<file path="config.mk">
export PLATFORM = sky130hd
export DESIGN_NAME = pipe_stage_skid_flat
export DESIGN_NICKNAME = d
export VERILOG_FILES = /design/src/rtl/pipe_pkg.sv /design/src/rtl/pipe_stage_skid_if.sv /design/src/rtl/pipe_sat_counter.sv /design/src/rtl/pipe_stage_skid.sv /design/src/flat_wrapper.sv
export SDC_FILE = /design/constraint.sdc
export NUM_CORES = 1
export LEC_CHECK = 0
export ABC_AREA = 0
export ABC_CLOCK_PERIOD_IN_PS = 3700
export CAP_MARGIN = 10
export CORE_AREA = 2 2 152 154
export CTS_BUF_LIST = sky130_fd_sc_hd__clkbuf_8
export CTS_CLUSTER_SIZE = 10
export DETAILED_ROUTE_END_ITERATION = 8
export DIE_AREA = 0 0 154 156
export PLACE_DENSITY_LB_ADDON = 0.2
export SYNTH_ARGS = -nofsm -noshare
export SYNTH_HDL_FRONTEND = slang
export SYNTH_SLANG_ARGS = --single-unit
</file>
<file path="constraint.sdc">
create_clock -name clk -period 3.7 [get_ports clk]
set_input_delay 0.555 -clock clk [delete_from_list [all_inputs] [get_ports clk]]
set_output_delay 0.555 -clock clk [all_outputs]
set_load 0.03 [all_outputs]
</file>
<file path="src/rtl/pipe_pkg.sv">
// rtl/pipe_pkg.sv - shared pipeline field widths, stage payload types and stage state encoding
// Purpose: common definitions for the P5+ inter-stage registers.
//   Field widths, per-stage payload structs with pack/unpack helpers, NOP encoding
//   and the occupancy state of a pipeline stage register (EMPTY/ONE/TWO == level).
// Ports: none (package).
package pipe_pkg;

    localparam int INSTR_W = 32;
    localparam int PC_W    = 32;
    localparam int WORD_W  = 32;
    localparam int REG_W   = 5;

    localparam logic [INSTR_W-1:0] NOP_INSTR = 32'h0;

    // Encoding doubles as the externally visible occupancy level.
    typedef enum logic [1:0] {
        EMPTY = 2'd0,
        ONE   = 2'd1,
        TWO   = 2'd2
    } stage_state_e;

    typedef struct packed {
        logic [INSTR_W-1:0] instr;
        logic [PC_W-1:0]    pc4;
    } if_id_t;

    typedef struct packed {
        logic [INSTR_W-1:0] instr;
        logic [PC_W-1:0]    pc4;
        logic [WORD_W-1:0]  alu_out;
        logic [WORD_W-1:0]  store_data;
        logic [REG_W-1:0]   write_reg;
    } ex_mem_t;

    typedef struct packed {
        logic [INSTR_W-1:0] instr;
        logic [PC_W-1:0]    pc4;
        logic [WORD_W-1:0]  alu_out;
        logic [WORD_W-1:0]  dm_data;
        logic [REG_W-1:0]   write_reg;
    } mem_wb_t;

    localparam int IF_ID_W  = $bits(if_id_t);
    localparam int EX_MEM_W = $bits(ex_mem_t);
    localparam int MEM_WB_W = $bits(mem_wb_t);

    function automatic logic [IF_ID_W-1:0] pack_if_id(input if_id_t p);
        return p;
    endfunction

    function automatic if_id_t unpack_if_id(input logic [IF_ID_W-1:0] v);
        return if_id_t'(v);
    endfunction

    function automatic logic [EX_MEM_W-1:0] pack_ex_mem(input ex_mem_t p);
        return p;
    endfunction

    function automatic ex_mem_t unpack_ex_mem(input logic [EX_MEM_W-1:0] v);
        return ex_mem_t'(v);
    endfunction

    function automatic logic [MEM_WB_W-1:0] pack_mem_wb(input mem_wb_t p);
        return p;
    endfunction

    function automatic mem_wb_t unpack_mem_wb(input logic [MEM_WB_W-1:0] v);
        return mem_wb_t'(v);
    endfunction

endpackage

</file>
<file path="src/rtl/pipe_stage_skid_if.sv">
// rtl/pipe_stage_skid_if.sv - valid/ready payload handshake bundle between pipeline stages
// Purpose: one direction of a stage-to-stage link.
// Signals: valid (producer), ready (consumer), data [DATA_W] (producer).
// Modports: master = producer side, slave = consumer side.
interface pipe_stage_skid_if #(
    parameter int DATA_W = 133
) ();
    logic              valid;
    logic              ready;
    logic [DATA_W-1:0] data;

    modport master (output valid, output data, input ready);
    modport slave  (input valid, input data, output ready);
endinterface

</file>
<file path="src/rtl/pipe_sat_counter.sv">
// rtl/pipe_sat_counter.sv - saturating event counter for the performance monitor
// Purpose: counts cycles where inc=1, sticks at all-ones, cleared by clr.
// Ports: clk (in), clr (in, synchronous clear), inc (in), cnt (out, CNT_W).
module pipe_sat_counter #(
    parameter int CNT_W = 16
) (
    input  logic             clk,
    input  logic             clr,
    input  logic             inc,
    output logic [CNT_W-1:0] cnt
);

    logic [CNT_W-1:0] r_cnt;

    always_ff @(posedge clk) begin
        if (clr) begin
            r_cnt <= '0;
        end else if (inc && (r_cnt != '1)) begin
            r_cnt <= r_cnt + 1'b1;
        end
    end

    assign cnt = r_cnt;

endmodule

</file>
<file path="src/rtl/pipe_stage_skid.sv">
// rtl/pipe_stage_skid.sv - inter-stage pipeline register with optional 2-entry skid buffer
// Purpose: registers one payload between pipeline stages with valid/ready flow control,
//   synchronous flush and a saturating stall-cycle counter.
// Ports:
//   clk        in   clock, rising edge
//   reset      in   synchronous active-high, clears every register
//   flush      in   synchronous kill of all held entries
//   s_in       slave  upstream valid/ready/data
//   m_out      master downstream valid/ready/data (data = RESET_VALUE when not valid)
//   level      out  entries held (0..2)
//   stall_cnt  out  cycles with out valid and not ready, saturating
module pipe_stage_skid
    import pipe_pkg::*;
#(
    parameter int                DATA_W      = 133,
    parameter logic [DATA_W-1:0] RESET_VALUE = '0,
    parameter int                SKID        = 1,
    parameter int                CNT_W       = 16
) (
    input  logic              clk,
    input  logic              reset,
    input  logic              flush,
    pipe_stage_skid_if.slave  s_in,
    pipe_stage_skid_if.master m_out,
    output logic [1:0]        level,
    output logic [CNT_W-1:0]  stall_cnt
);

    localparam logic [1:0] S_EMPTY = 2'(EMPTY);
    localparam logic [1:0] S_ONE   = 2'(ONE);
    localparam logic [1:0] S_TWO   = 2'(TWO);

    logic [1:0]        r_state;
    logic [1:0]        w_state_nxt;
    logic [DATA_W-1:0] r_main_data;
    logic [DATA_W-1:0] w_main_nxt;
    logic [DATA_W-1:0] w_skid_q;
    logic [DATA_W-1:0] w_skid_nxt;
    logic              w_in_ready;
    logic              w_out_valid;
    logic              w_in_xfer;
    logic              w_out_xfer;

    assign w_out_valid = (r_state != S_EMPTY);
    assign w_in_xfer   = s_in.valid & w_in_ready;
    assign w_out_xfer  = w_out_valid & m_out.ready;

    // Next-state/payload selection. in_data is only ever selected on an accepted
    // transfer, so an unknown payload with valid low never reaches a register.
    always_comb begin
        w_state_nxt = r_state;
        w_main_nxt  = r_main_data;
        w_skid_nxt  = w_skid_q;
        case (r_state)
            S_EMPTY: begin
                if (w_in_xfer) begin
                    w_state_nxt = S_ONE;
                    w_main_nxt  = s_in.data;
                end
            end
            S_ONE: begin
                if (w_in_xfer && w_out_xfer) begin
                    w_main_nxt = s_in.data;
                end else if (w_in_xfer && (SKID != 0)) begin
                    w_state_nxt = S_TWO;
                    w_skid_nxt  = s_in.data;
                end else if (w_out_xfer) begin
                    w_state_nxt = S_EMPTY;
                    w_main_nxt  = RESET_VALUE;
                end
            end
            S_TWO: begin
                if (w_out_xfer) begin
                    w_state_nxt = S_ONE;
                    w_main_nxt  = w_skid_q;
                    w_skid_nxt  = RESET_VALUE;
                end
            end
            default: begin
                w_state_nxt = S_EMPTY;
                w_main_nxt  = RESET_VALUE;
                w_skid_nxt  = RESET_VALUE;
            end
        endcase
        // Flush wins over any same-cycle accept; an out-transfer this cycle has
        // still been delivered downstream.
        if (flush) begin
            w_state_nxt = S_EMPTY;
            w_main_nxt  = RESET_VALUE;
            w_skid_nxt  = RESET_VALUE;
        end
    end

    // Main register: bubbles are written as RESET_VALUE so out_data comes
    // straight from the flop with no output mux.
    always_ff @(posedge clk) begin
        if (reset) begin
            r_state     <= S_EMPTY;
            r_main_data <= RESET_VALUE;
        end else begin
            r_state     <= w_state_nxt;
            r_main_data <= w_main_nxt;
        end
    end

    generate
        if (SKID != 0) begin : g_skid
            logic [DATA_W-1:0] r_skid_data;
            logic              r_in_ready;

            // in_ready is registered from the next level so the upstream stage
            // never sees a combinational path from out_ready.
            always_ff @(posedge clk) begin
                if (reset) begin
                    r_skid_data <= RESET_VALUE;
                    r_in_ready  <= 1'b1;
                end else begin
                    r_skid_data <= w_skid_nxt;
                    r_in_ready  <= (w_state_nxt != S_TWO);
                end
            end

            assign w_skid_q   = r_skid_data;
            assign w_in_ready = r_in_ready;
        end else begin : g_noskid
            assign w_skid_q   = RESET_VALUE;
            assign w_in_ready = ~w_out_valid | m_out.ready;
        end
    endgenerate

    pipe_sat_counter #(
        .CNT_W (CNT_W)
    ) u_stall_cnt (
        .clk (clk),
        .clr (reset),
        .inc (w_out_valid & ~m_out.ready),
        .cnt (stall_cnt)
    );

    assign s_in.ready  = w_in_ready;
    assign m_out.valid = w_out_valid;
    assign m_out.data  = r_main_data;
    assign level       = r_state;

endmodule

</file>
<file path="src/flat_wrapper.sv">
// flat-port wrapper written by rule: the top's interface ports become plain ports
module pipe_stage_skid_flat import pipe_pkg::*;
#(
    parameter int                DATA_W      = 133,
    parameter logic [DATA_W-1:0] RESET_VALUE = '0,
    parameter int                SKID        = 1,
    parameter int                CNT_W       = 16
)
  (clk, reset, flush, level, stall_cnt, s_in_valid, s_in_data, s_in_ready, m_out_valid, m_out_data, m_out_ready);
  pipe_stage_skid_if #(.DATA_W(DATA_W)) s_in_i ();
  pipe_stage_skid_if #(.DATA_W(DATA_W)) m_out_i ();
  input  logic clk;
  input  logic reset;
  input  logic flush;
  output logic [1:0] level;
  output logic [CNT_W-1:0] stall_cnt;
  input wire logic [$bits(s_in_i.valid)-1:0] s_in_valid;
  input wire logic [$bits(s_in_i.data)-1:0] s_in_data;
  output wire logic [$bits(s_in_i.ready)-1:0] s_in_ready;
  output wire logic [$bits(m_out_i.valid)-1:0] m_out_valid;
  output wire logic [$bits(m_out_i.data)-1:0] m_out_data;
  input wire logic [$bits(m_out_i.ready)-1:0] m_out_ready;
  assign s_in_i.valid = s_in_valid;
  assign s_in_i.data = s_in_data;
  assign s_in_ready = s_in_i.ready;
  assign m_out_valid = m_out_i.valid;
  assign m_out_data = m_out_i.data;
  assign m_out_i.ready = m_out_ready;
  pipe_stage_skid #(.DATA_W(DATA_W), .RESET_VALUE(RESET_VALUE), .SKID(SKID), .CNT_W(CNT_W)) u_core (.clk(clk), .reset(reset), .flush(flush), .s_in(s_in_i), .m_out(m_out_i), .level(level), .stall_cnt(stall_cnt));
endmodule
</file>
# ---- Word-level counts from Yosys, hierarchy flattened
# Cells that the tools add are included.
dict set report classes {
  eq_ne 10
  add_sub_neg 1
  n_reduce_logical 7
  n_bitwise 5
  mux 15
}
# cell count
set ops {}
lappend ops {{2-to-1 mux 133 bit} 6}
lappend ops {{one-hot mux 133 bit (3 select lines)} 2}
lappend ops {{adder 16 x 1 -> 16 bit (second input constant)} 1}
lappend ops {{!= test 16 bit (second input constant)} 1}
lappend ops {{2-to-1 mux 2 bit} 6}
lappend ops {{AND reduction 4 bit} 2}
lappend ops {{!= test 2 x 1 -> 1 bit (second input constant)} 3}
lappend ops {{one-hot mux 2 bit (3 select lines)} 1}
lappend ops {{!= test 2 bit (second input constant)} 2}
lappend ops {{AND 1 bit} 3}
lappend ops {{!= test 3 x 1 -> 1 bit (second input constant)} 1}
lappend ops {{!= test 3 bit (second input constant)} 1}
lappend ops {{== test 2 x 1 -> 1 bit (second input constant)} 1}
lappend ops {{== test 2 bit (second input constant)} 1}
lappend ops {{logical AND 1 bit} 2}
lappend ops {{zero test 2 bit} 1}
lappend ops {{NOT 1 bit} 2}
lappend ops {{nonzero test 2 bit} 1}
lappend ops {{OR reduction 2 bit} 1}
dict set report totals {
  out_inout_bits 153
  input_bits 138
  word_cells 43
  reg_bits 285
}

# ---- Logic depth before layout (Yosys ltp)
dict set report depth {
  word_depth 8
  depth_mapped 8
  ltp_nobuf 5
}

# ---- By module
# Synthesis repeated with hierarchy kept, for this count alone.
dict set report unflattened {
  hier_cells 1459
  area_unflattened_um2 13780.7
}
# module cells_each instances seq_area_each_um2 area_each_um2
set by_module_without_submodules {}
lappend by_module_without_submodules {pipe_stage_skid 1360 1 5385.2 12932.4}
lappend by_module_without_submodules {pipe_sat_counter 99 1 320.3 848.3}

# ---- Worst setup path after synthesis
# OpenSTA, ideal clock, no wires.
dict set report synth_timing {
  kind {register -> register}
  from {register u_core.u_stall_cnt.r_cnt[0], in the netlist u_core.u_stall_cnt.cnt[0]}
  to {register u_core.u_stall_cnt.r_cnt[9], in the netlist u_core.u_stall_cnt.cnt[9]}
  period_less_slack_ns 2.170
  arrival_time_ns 2.046
  required_ns 3.577
  stages_incl_launch_ff 7
  slack_ns 1.530
  path_buffers 1
  setup_ns 0.123
  cell_sequence {dfxtp_1 -> ha_1 -> nand4_1 -> nor4_2 -> buf_2 -> nor4_1 -> mux2_1}
}
dict set report synth_via {
  elab_chain_len 2
  word_cells_on_any_way 3
  classes_between {add/sub: 1; eq/ne: 1; reduce/logical: 1}
}
# element line_no
set synth_rtl {}
lappend synth_rtl {{start, declared} pipe_sat_counter.sv:13} ;# logic [CNT_W-1:0] r_cnt;
lappend synth_rtl {{start signal, assigned} pipe_sat_counter.sv:19} ;# r_cnt <= r_cnt + 1'b1;
lappend synth_rtl {{parallel branches: the longest is 2 deep, another holds adder 16 x 1 -> 16 bit} -}
# Parallel ways; which one is timed is not known.
# A chain may end at the register's enable or synchronous reset.

# ---- Worst setup path in the final report
dict set report layout_timing {
  from {register u_core.u_stall_cnt.r_cnt[0], in the netlist u_core.u_stall_cnt.cnt[0]}
  to {register u_core.u_stall_cnt.r_cnt[2], in the netlist u_core.u_stall_cnt.cnt[2]}
}
# Same word-level chain as after synthesis.

==> out/results.ini <==
[finish]
diodes=0
multiInputGateArea_um2=6170
final_nets=1678
area_growth_pct=31.8
post_route_cells_drive_above_1_share_pct=6.05
final_area_um2=16400
fill_cells=1673
regArea_um2=5710

[sta]
tightest_slew_ns=1.02
timing.fmax_ghz=0.392
hold_violations=0
drv_slew=0
holdWs_ns=0.482
finClkSkew_ns=0.0142
finalSetupTns_ns=0
setup_ws_ns=1.15
setup_viol=0
grt_setup_unrepaired=no
min_period_ns=2.55
fin_crit_sh_pct=68.9
slew_headroom_pct=31.1

[die]
num_rows=55
die_y_um=156
io_pins=291
core_area_um2=22400
die_area_um2=24000
die_w_um=154
initial_utilization_pct=55.5

[worst_setup_path]
crit_fanout=15
rr_worst_depth=5
end_kind=register
max_stage_delay_ns=0.95
crit_buf_inv=0
path_depth=5
cp.required_ns=4.12
reg2reg_slack_ns=1.15
cp_top_family=simple AND/OR/NAND/NOR gates
worstPathCellList=ha_1 > nand4_1 > nor4_2 > nor3b_1 > mux2_1
start_kind=register
slowest_stage=nor4_2
path_class=register to register
rr_endpoint=u_core.u_stall_cnt.cnt[2]
r2r-start=u_core.u_stall_cnt.cnt[0]
cp.arrival_ns=2.97

[drt]
wl_met3_um=2540
drt_iter0_drc=911
met1_length_um=14800
routedWlPerCell_um=18.6
vias_per_cell=5.98
via_count=11100
drc_errors=0
routed.top_layer=met4
first_pass_iters=5
met2_length_um=16100
ant_nets=0
wirelength_um=34500

[clock_tree]
clock_latency_ns=0.55
cts_made_buffers=46
post-cts-setup-buffer-count=0
cts_sinks=285
hold_buffers=0
htreeDepth=2
clockBufferDepth=3
cts-resized-gates=0
cts-root-buf=clkbuf_8
cts_tree=yes
path_clk_slew_ns=0.06

[yosys]
avgSynthCellArea_um2=9.50
synth_top_area_share_pct=46.0
yosys-top-cells-count=dfxtp_1, nor2_1, mux2i_1
synth_ff_type=dfxtp_1
synthTopCellsByArea=dfxtp_1, mux2i_1, a221o_1, nor2_1, a22oi_1
synthesis.area_um2=12400
syn_inst=1306
yosys_warnings=0
synth_most_common_cell=dfxtp_1
yosys.area.top_type=dfxtp_1
ys_types=47
synth-edff-count=0
synth_seq_cells=285
yosysSeqAreaShare_pct=46.0
synth_nets=1445
synthArstFlopShare_pct=0

[global_routing]
antenna_found_initial=1
first_global_vias=10900
grt.total_usage_pct=27.6
grt_first_pass_wirelength_um=55300
grt_max_degree=135
overflow=0

[status]
status=completed

[pwr]
cellLeakagePower_nw=5.99
power.total_mw=6.78
ir_drop_uv=288
power_density_nw_per_um2=414

[place]
gp_congestion=0.892
dp_hpwl_um=20300
port_buffers=290
placed_cell_area_um2=15500
dpl_worst_slack_ns=0.954

[hold_path]
hold_end=u_core.m_out.data[99]
min_path_type=register to register
worstHoldStart=u_core.m_out.data[99]
holdPathStages=1

[run]
drv_cap=0

==> logic make-up after synthesis <==
logic type | count (synthesis) | synth area share [%]
AND/OR/NAND/NOR | 461 | 17.7
AO/OA/AOI/OAI | 292 | 20.1
adder cells (fa/ha/maj) | 1 | 0.101
multiplexers | 141 | 11.4
buffers and inverters | 126 | 4.60
flip-flops | 285 | 46.0
==> metrics by stage <==
| step | cells | util, % |
|---|---|---|
| 2_1_floorplan | 1306 | - |
| 3_3_place_gp | 1776 | 69.1 |
| 3_5_place_dp | 1776 | 69.1 |
| 4_1_cts | 1855 | 73.1 |
| 5_1_grt | 1855 | 73.1 |
| 6_report | 1855 | 73.1 |
==> power breakdown <==
| part | total (mW) | switching (mW) | internal, mW |
|---|---|---|---|
| clock network | 2.62 | 1.21 | 1.42 |
| logic | 0.949 | 0.511 | 0.438 |
| registers | 3.20 | 0.0532 | 3.15 |
==> cells in the final DEF (no fill, tap or decap), drive strengths merged, types with 4 or more instances in the layout <==
cell type	synthesis	routed
clkdlybuf4s50	0	290
dfxtp	285	285
nor2	277	277
mux2i	135	135
and2	134	134
a22oi	133	133
a221o	133	133
clkbuf	81	59
inv	2	21
buf	43	19
a21oi	11	11
nand3	8	8
nor2b	7	7
nand4	6	6
mux2	6	6
nor4	4	4
or3	4	4
==> layout make-up <==
cell class                      count  share of cell area (%)
Clock inverter                     20                   0.482
Timing Repair Buffer              309                    19.7
Multi-Input combinational cell    895                    37.7
Tap cell                          285                    2.18
Clock buffer                       59                    4.97
Inverter                            2                  0.0459
Sequential cell                   285                    34.9
==> per-layer routing <==
layer | vias up | track usage, %
li1 | 5231 | -
met1 | 5345 | 35.4
met2 | 439 | 46.1
met3 | 70 | 5.78
met4 | 0 | 10.4
met5 | - | 0
==> flip-flops by register name, summed over array words and instances, names as in the netlist <==
name and flops:
u_core.level 2, u_core.g_skid.r_skid_data 133, u_core.u_stall_cnt.cnt 16, u_core.s_in.ready 1
u_core.m_out.data 133
==> worst max-delay path by stage <==
stage                                    from  slack [ns]                         end
finish              u_core.u_stall_cnt.cnt[0]        1.15   u_core.u_stall_cnt.cnt[2]
global route        u_core.u_stall_cnt.cnt[0]        0.91   u_core.u_stall_cnt.cnt[2]
CTS                           u_core.level[0]        1.17                 m_out_valid
detailed placement                m_out_ready        0.95  u_core.u_stall_cnt.cnt[11]
global placement                  m_out_ready        1.04  u_core.u_stall_cnt.cnt[11]
floorplan           u_core.u_stall_cnt.cnt[0]        1.53   u_core.u_stall_cnt.cnt[9]
(Power assumes the default switching activity.)
